[config.mk]
export PLATFORM = sky130hd
export DESIGN_NAME = p4_adder
export DESIGN_NICKNAME = d
export VERILOG_FILES = /design/src/rtl/p4_pkg.sv /design/src/rtl/p4_carry_gen.sv /design/src/rtl/p4_adder.sv
export SDC_FILE = /design/constraint.sdc
export NUM_CORES = 1
export LEC_CHECK = 0
export CAP_MARGIN = 20
export CORE_MARGIN = 2
export CORE_UTILIZATION = 41
export CTS_CLUSTER_DIAMETER = 50
export DETAILED_ROUTE_END_ITERATION = 6
export GPL_ROUTABILITY_DRIVEN = 0
export HOLD_SLACK_MARGIN = 0.02
export PLACE_DENSITY = 0.82
export RECOVER_POWER = 100
export SYNTH_ARGS = -nofsm -noshare
export SYNTH_HDL_FRONTEND = slang
export SYNTH_SLANG_ARGS = --single-unit
export TNS_END_PERCENT = 20
[constraint.sdc]
create_clock -name clk -period 3.8 [get_ports clk]
set_clock_uncertainty 0.1 [all_clocks]
set_input_delay 0.76 -clock clk [delete_from_list [all_inputs] [get_ports clk]]
set_output_delay 0.76 -clock clk [all_outputs]
set_load 0.01 [all_outputs]
[src/rtl/p4_pkg.sv]
// Shared constants and tree-shape helpers for the sparse-tree adder.
package p4_pkg;

  localparam int P4_DWIDTH     = 32;
  localparam int P4_CARRY_STEP = 4;

  typedef enum logic [1:0] {
    CELL_NONE,
    CELL_G,
    CELL_PG
  } cell_e;

  function automatic int tree_levels(int w);
    return $clog2(w);
  endfunction

  // Levels below ls combine bits inside a carry group (column = bit);
  // higher levels combine whole groups (column = group index).
  function automatic cell_e cell_at(int lvl, int col, int ls);
    int sl;
    if (lvl < ls)
      return ((col + 1) % (2 << lvl) == 0) ? CELL_PG : CELL_NONE;
    sl = lvl - ls;
    if (((col >> sl) & 1) == 0)
      return CELL_NONE;
    return (col < (2 << sl)) ? CELL_G : CELL_PG;
  endfunction

endpackage

[src/rtl/p4_carry_gen.sv]
// Sparse prefix tree: Brent-Kung inside each carry group,
// Sklansky fan-out across groups. c_o[k] is the carry into group k+1.
module p4_carry_gen
  import p4_pkg::*;
#(
  parameter int DWIDTH     = P4_DWIDTH,
  parameter int CARRY_STEP = P4_CARRY_STEP
) (
  input  logic [DWIDTH-1:0]            a_i,
  input  logic [DWIDTH-1:0]            b_i,
  input  logic                         cin_i,
  output logic [DWIDTH/CARRY_STEP-1:0] c_o
);

  localparam int LT = tree_levels(DWIDTH);
  localparam int LS = $clog2(CARRY_STEP);
  localparam int LG = LT - LS;
  localparam int NG = DWIDTH / CARRY_STEP;

  logic [DWIDTH-1:0] ug [0:LS];
  logic [DWIDTH-1:0] up [0:LS];
  logic [NG-1:0]     sg [0:LG];
  logic [NG-1:0]     sp [0:LG];
  logic              unused_tree;

  always_comb begin
    ug[0] = a_i & b_i;
    up[0] = a_i ^ b_i;
    ug[0][0] = (a_i[0] & b_i[0]) | (up[0][0] & cin_i);
    for (int l = 0; l < LS; l++) begin
      ug[l+1] = ug[l];
      up[l+1] = up[l];
      for (int i = 0; i < DWIDTH; i++) begin
        if (cell_at(l, i, LS) == CELL_PG) begin
          ug[l+1][i] = ug[l][i] | (up[l][i] & ug[l][i-(1<<l)]);
          up[l+1][i] = up[l][i] & up[l][i-(1<<l)];
        end
      end
    end
    for (int j = 0; j < NG; j++) begin
      sg[0][j] = ug[LS][j*CARRY_STEP+CARRY_STEP-1];
      sp[0][j] = up[LS][j*CARRY_STEP+CARRY_STEP-1];
    end
    for (int l = 0; l < LG; l++) begin
      sg[l+1] = sg[l];
      sp[l+1] = sp[l];
      for (int j = 0; j < NG; j++) begin
        unique case (cell_at(LS + l, j, LS))
          CELL_G: begin
            sg[l+1][j] = sg[l][j] | (sp[l][j] & sg[l][((j>>l)<<l)-1]);
          end
          CELL_PG: begin
            sg[l+1][j] = sg[l][j] | (sp[l][j] & sg[l][((j>>l)<<l)-1]);
            sp[l+1][j] = sp[l][j] & sp[l][((j>>l)<<l)-1];
          end
          default: ;
        endcase
      end
    end
  end

  assign c_o = sg[LG];

  // Non-group-top nodes and final propagates are structural leftovers.
  assign unused_tree = ^{ug[LS], up[LS], sp[LG]};

endmodule

[src/rtl/p4_adder.sv]
// Pentium-4-style sparse-tree adder with carry-select sum blocks
// and a registered copy of the result.
module p4_adder
  import p4_pkg::*;
#(
  parameter int DWIDTH     = P4_DWIDTH,
  parameter int CARRY_STEP = P4_CARRY_STEP
) (
  input  logic              clk,
  input  logic              rst_n,
  input  logic [DWIDTH-1:0] A,
  input  logic [DWIDTH-1:0] B,
  input  logic              CIN,
  output logic [DWIDTH-1:0] S,
  output logic              COUT,
  output logic [DWIDTH-1:0] S_reg,
  output logic              COUT_reg
);

  localparam int NG = DWIDTH / CARRY_STEP;

  logic [NG-1:0] c;
  logic [NG-1:0] sel;

  p4_carry_gen #(
    .DWIDTH    (DWIDTH),
    .CARRY_STEP(CARRY_STEP)
  ) u_carry (
    .a_i  (A),
    .b_i  (B),
    .cin_i(CIN),
    .c_o  (c)
  );

  assign sel = {c[NG-2:0], CIN};

  for (genvar k = 0; k < NG; k++) begin : g_blk
    logic [CARRY_STEP-1:0] ab;
    logic [CARRY_STEP-1:0] bb;
    logic [CARRY_STEP-1:0] s0;
    logic [CARRY_STEP-1:0] s1;

    assign ab = A[k*CARRY_STEP +: CARRY_STEP];
    assign bb = B[k*CARRY_STEP +: CARRY_STEP];
    assign s0 = ab + bb;
    assign s1 = ab + bb + 1'b1;
    assign S[k*CARRY_STEP +: CARRY_STEP] = sel[k] ? s1 : s0;
  end

  assign COUT = c[NG-1];

  always_ff @(posedge clk or negedge rst_n) begin
    if (!rst_n) begin
      S_reg    <= '0;
      COUT_reg <= 1'b0;
    end else begin
      S_reg    <= S;
      COUT_reg <= COUT;
    end
  end

endmodule

==> flow_metrics.tcl, run 1 <==
set metrics [dict create \
    drtAntennaViolNets 0 \
    grt_antenna_before_repair 0 \
    layout.filler_cells 394 \
    cts_buffers 5 \
    top_usage_layer "met2" \
    met1_usage 0.2334 \
    cp.arrival_ns 3.16 \
    starting_density_of_the_core 0.4166 \
    synthesis.yosys.warnings 0 \
    gr-usage-met3 0.05045 \
    die_width_um 83.64 \
    post_synth_top_flop "dfrtp_1" \
    drt-vias-per-instance 4.968 \
    clock_tree.buffer_depth 2 \
    hold_violations 0 \
    detail_route.first_pass.iterations 4 \
    pin_count_of_the_biggest_net_entering_global_routing 34 \
    layout_min_cycle_time_ns 4.020 \
    drt_drc_violations_left 0 \
    tightest_slew_ns 1.813 \
    fmax_ghz 0.2488 \
    maxCapViolations 1 \
    post_synth_instance_area_mm2 0.002600 \
    cp_common_cell "and4_1" \
    detail_routed_net_length_per_standard_cell_um 15.36 \
    globalRouteTotalUtil 0.2382 \
    max-slew-margin-rel -0.2084 \
    numPlacedInstances 532 \
    final_layout_size_suffix_gt1_frac 0.3640 \
    pin_count 133 \
    critical_path.cell_chain "clkdlybuf4s50_1 -> ha_1 -> and4_1 -> and4_1 -> o21ai_4 -> a311oi_4 -> nor2_2 -> mux2_4 -> buf_6" \
    syn_avg_cell_area_um2 10.16 \
    max_stage_delay_ns 0.40 \
    die-area_mm2 0.006995 \
    powerDensity_mw_per_mm2 351.7 \
    core_area_mm2 0.006241 \
    first_global_vias 2922 \
    failed_checks "max-capacitance violations, max-slew violations, negative setup slack" \
    ctsHtreeMaxLevel 2 \
    postSynthNetCount 372 \
    critical_path_required_ns 2.94 \
    grtUsageMet2 0.4829 \
    clk_transition_reported_paths_ns 0.07 \
    setup_repair_after_global_routing_missed_its_margin "true" \
    cts_root_buffer "clkbuf_8" \
    worstPathBufferInverterCount 2 \
    worst_setup_path_start_kind "primary input" \
    final_core_util 0.7957 \
    proportion_of_netlist_area_held_by_the_largest_area_contributor 0.3176 \
    critPathKind "in -> out" \
    route.final.wire_length_um 8526 \
    cts_tree "done" \
    outcome "finished, violations left" \
    ff_latch_count_synth 33 \
    timing.critical_path.max_delay_family "simple AND/OR/NAND/NOR gates" \
    postSynth.asyncResetShare 1.000 \
    post-route-worst-setup-slack_ns -0.2197 \
    worst_path_max_delay_cell "clkdlybuf4s50_1" \
    seq_area_frac_synth 0.3176 \
    synthDominantAreaCellType "dfrtp_1" \
    leakage_nw 2.440 \
    timing.final.setup_violations 14 \
    largest_register_ff_count 32 \
    globalRoute.totalOverflow 0 \
    clock_sinks 33 \
    critPathCaptureType "primary output" \
    synth_top_cells_by_area "dfrtp_1 (32%), ha_1 (19%), xnor2_1 (8.8%)" \
    design_power_total_mw 1.747 \
    fin_crit_sh 1.058 \
    floorplan.rows 29 \
    post_layout_nonfiller_instances 555 \
    synth_cells 256 \
    initialDrtViolationCount 57 \
    hold_path.class "in -> reg" \
    ys_types 30 \
    place.port_buffers 132 \
    areaGrowthSynthToFinish_pct 91.00 \
    dr_total_vias 2757 \
    die_h_um 83.64 \
    synth_edf_count 0 \
    antenna-diode-count 0 \
    drv_slew 34 \
    peakVddDrop_mv 0.2430 \
    wire_length_of_the_first_global_routing_pass_um 13440 \
    path_max_fanout 4 \
    post-dp-hpwl_um 6414 \
    total_number_of_nets_in_the_final_design 593 \
]
layout make-up:
| type | instances | area (um^2) | share of cell area |
|---|---|---|---|
| clock buffers | 7 | 96.34 | 0.01940 |
| clock inverters | 1 | 5.005 | 0.001008 |
| inverters | 31 | 116.4 | 0.02343 |
| multi-input cells | 192 | 1973 | 0.3973 |
| flip-flops and latches | 33 | 825.8 | 0.1663 |
| well taps | 77 | 96.34 | 0.01940 |
| repair buffers | 214 | 1853 | 0.3731 |
tightest hold or removal path: stages:
cell	delay, ns
dlymetal6s2s_1	0.09
ha_2	0.15
buf_4	0.12
xor2_2	0.07
cell usage in the layout, fill, tap and decap left out, types with 4 or more instances in the layout:
master	instances
buf_6	4
clkbuf_8	7
xor2_1	9
dlygate4sd3_1	33
a21o_1	11
xnor2_2	9
clkdlybuf4s50_1	57
o21ai_1	4
nand2b_4	4
buf_4	79
buf_2	21
dfrtp_1	33
nand2_1	14
dlymetal6s2s_1	6
ha_2	4
nand4_1	6
xnor2_1	17
a21oi_1	12
and4_1	5
fa_2	6
inv_2	7
dlygate4sd2_1	6
inv_1	24
ha_1	36
nor2_1	8
layer usage:
| metal | share of wire | wire length [um] |
|---|---|---|
| met1 | 0.35 | 2981 |
| met2 | 0.57 | 4893 |
| met3 | 0.051 | 432 |
| met4 | 0.026 | 218 |
| met5 | 0 | 0 |
synth_stat cells (5+ instances only):
cell type and instances:
ha_1 40, dfrtp_1 33, inv_1 31, xnor2_1 26, a21oi_1 17, nand2_1 14, nor2_1 12, xor2_1 12
a21o_1 11, o21ai_0 10, fa_1 9, nand2b_1 7, nand4_1 6, and4_1 5
power breakdown:
group / switching, mW / internal (mW) / leakage, nW
clock network: 0.134 / 0.164 / 0.0542
logic: 0.446 / 0.551 / 2.00
registers: 0.0179 / 0.434 / 0.386
timing repair:
item	in CTS	in global routing
hold buffers	0	0
cloned	0	0
setup buffers	14	3
pin swaps	22	17
resized for setup	155	41
endpoints found under the setup margin	32	27
metrics by stage:
step	hold slack (ns)	setup TNS (ns)	area (um^2)	setup WS (ns)
final	0.8403	-1.655	4966	-0.2197
after global placement	0.7662	-17.25	4516	-0.8836
after CTS	0.4665	-2.698	4836	-0.2700
after floorplan	0.3644	0	2600	0.3169
after detailed placement	0.7707	-19.24	4516	-0.9504
after global routing	0.8610	-3.617	4966	-0.3059
path summary, 6_finish.rpt:
kind / startpoint / cells after the start / endpoint
min in group asynchronous: rst_n / 1 / S_reg[31]
worst max-delay path: A[14] / 9 / S[29]
worst min-delay path: A[12] / 4 / S_reg[12]
max in group asynchronous: rst_n / 1 / S_reg[15]
cells by family (layout without fill, tap and decap cells):
family	after synthesis	after routing	synth area share
simple gates	52	52	0.1083
compound gates	50	50	0.1266
fa+ha+maj	49	49	0.2618
xor+xnor	38	38	0.1280
flops	33	33	0.3176
buf+inv	31	253	0.04475
mux	3	3	0.01299
(Power assumes the default switching activity.)
==> run 2: changes to the inputs <==
==> constraint.sdc (replaced) <==
create_clock -name clk -period 3.8 [get_ports clk]
set_clock_uncertainty 0.1 [all_clocks]
set_input_delay 0.76 -clock clk [delete_from_list [all_inputs] [get_ports clk]]
set_output_delay 0.76 -clock clk [all_outputs]
set_load 0.02 [all_outputs]
==> flow_metrics.tcl, run 2 (synthesized netlist as in run 1, its figures left out) <==
set metrics [dict create \
    antenna-diode-count 0 \
    detail_route.first_pass.iterations 5 \
    max-slew-margin-rel -0.2184 \
    seqPwrFrac 0.238 \
    post-dp-hpwl_um 6432 \
    die-area_mm2 0.006995 \
    maxCapViolations 1 \
    floorplan.rows 29 \
    worst_setup_path_start_kind "primary input" \
    powerDensity_mw_per_mm2 370.4 \
    outcome "finished, violations left" \
    cp_common_cell "buf_4" \
    starting_density_of_the_core 0.4166 \
    final_common_cell "buf_4" \
    post_layout_nonfiller_instances 558 \
    min_delay_path_depth 3 \
    final_layout_size_suffix_gt1_frac 0.4179 \
    areaGrowthSynthToFinish_pct 98.03 \
    drtAntennaViolNets 0 \
    path_max_fanout 4 \
    max_stage_delay_ns 0.40 \
    globalRouteTotalUtil 0.2501 \
    first_global_vias 3000 \
    cp.arrival_ns 2.97 \
    layout_common_cells "buf_4 (81), dfrtp_1 (33), dlygate4sd3_1 (33), clkdlybuf4s50_1 (31), ha_1 (26)" \
    total_number_of_nets_in_the_final_design 596 \
    hold_path.class "in -> reg" \
    clock_sinks 33 \
    route.final.wire_length_um 9039 \
    hold_violations 0 \
    clk_transition_reported_paths_ns 0.07 \
    tightest_slew_ns 1.828 \
    post-route-worst-setup-slack_ns -0.03137 \
    critPathCaptureType "primary output" \
    cts_buffers 5 \
    design_power_total_mw 1.907 \
    die_width_um 83.64 \
    wire_length_of_the_first_global_routing_pass_um 13990 \
    ctsHtreeMaxLevel 2 \
    p_sw_uw 748.7 \
    globalRoute.totalOverflow 0 \
    hp-start "CIN" \
    numPlacedInstances 532 \
    layout_min_cycle_time_ns 3.831 \
    internal_power_component_mw 1.158 \
    drt-vias-per-instance 4.995 \
    clock_network_power_share 0.158 \
    cts_tree "done" \
    timing.final.setup_violations 2 \
    drv_slew 34 \
    initialDrtViolationCount 38 \
    placement.setup.worst_slack_ns -1.062 \
    timing.hold.worst_endpoint "S_reg[1]" \
    critical_path.cell_chain "clkdlybuf4s50_1 -> ha_1 -> buf_4 -> nand4_1 -> a311oi_4 -> buf_4 -> o2111ai_2 -> xnor2_1 -> buf_4" \
    cts_root_buffer "clkbuf_8" \
    detail_routed_net_length_per_standard_cell_um 16.20 \
    leakage_nw 2.518 \
    die_h_um 83.64 \
    grt_antenna_before_repair 0 \
    fmax_ghz 0.2610 \
    final_core_util 0.8250 \
    critical_path_required_ns 2.94 \
    failed_checks "max-capacitance violations, max-slew violations, negative setup slack" \
    setup-tns-final_ns -0.03531 \
    critPathKind "in -> out" \
    core_area_mm2 0.006241 \
    pin_count 133 \
    cts-hold-fix-buffers 0 \
    dr_total_vias 2787 \
    swShare 0.3926 \
    pin_count_of_the_biggest_net_entering_global_routing 34 \
    largest_register_ff_count 32 \
    worst_path_max_delay_cell "clkdlybuf4s50_1" \
    drt_drc_violations_left 0 \
    place.port_buffers 132 \
    peakVddDrop_mv 0.3167 \
    comb_power_share 0.604 \
    clock_tree.buffer_depth 2 \
    setup_repair_after_global_routing_missed_its_margin "true" \
    fin_crit_sh 1.008 \
]
-- run 2: cell count changes in the layout (fill, tap and decap cells not counted), moves of 5 or more --
cell and delta:
inv_2 +5, xnor2_1 +7, clkbuf_2 +9, clkdlybuf4s50_1 -26, dlygate4sd2_1 +14, xnor2_2 -8, dlymetal6s2s_1 +8, buf_2 -16
ha_4 +10, inv_1 -6, ha_1 -10, buf_6 +9
-- run 2: stage by stage --
stage | cell area (um^2) | hold slack (ns)
floorplan | 2600 | 0.3644
global placement | 4516 | 0.7662
detailed placement | 4516 | 0.7757
CTS | 4938 | 0.4614
global route | 5149 | 0.8168
finish | 5149 | 0.7589
-- run 2: cell type report --
cell class	instances	area, um^2
Clock buffer	7	96.34
Clock inverter	1	5.005
Fill cell	362	1092
Inverter	31	118.9
Multi-Input combinational cell	192	2095
Sequential cell	33	825.8
Tap cell	77	96.34
Timing Repair Buffer	217	1912
-- run 2: worst max path at each step --
stage            end  cells past startpoint  slack (ns)   from
2_1_floorplan   COUT                      9        0.10   A[4]
3_3_place_gp   S[23]                     12       -0.95   A[4]
5_1_grt        S[31]                     11       -0.14   A[3]
3_5_place_dp   S[22]                     12       -1.06   B[4]
6_report       S[31]                      9       -0.03  A[18]
4_1_cts        S[29]                     12       -0.17  A[20]
-- run 2: what timing repair did --
| action | CTS | global route |
|---|---|---|
| pin swaps | 32 | 37 |
| resized for setup | 201 | 77 |
| buffers inserted | 12 | 6 |
| endpoints found under the setup margin | 32 | 28 |
-- run 2: critical path, delay by kind of cell --
family                   cells  cell delay (ns)
AND/OR/NAND/NOR              1             0.22
adder cells (fa/ha/maj)      1             0.36
XOR/XNOR                     1             0.25
buffers and inverters        4             0.93
AO/OA/AOI/OAI                2             0.45
-- run 2: layer usage --
layer  up-vias  routed length, um  global-route usage
met3        28                476             0.05440
li1       1336                  -                   -
met5         -                  0                   0
met4         0                304              0.1041
met2       104               5100              0.4989
met1      1319               3157              0.2426
-- run 2: power groups by stage --
stage / Sequential [mW] / Clock, mW / Combinational [mW]
global route: 0.462 / 0.322 / 1.22
detailed placement: 0.464 / 0 / 1.10
finish: 0.454 / 0.301 / 1.15
floorplan: 0.576 / 0 / 0.384
CTS: 0.457 / 0.306 / 1.13
global placement: 0.460 / 0 / 1.07
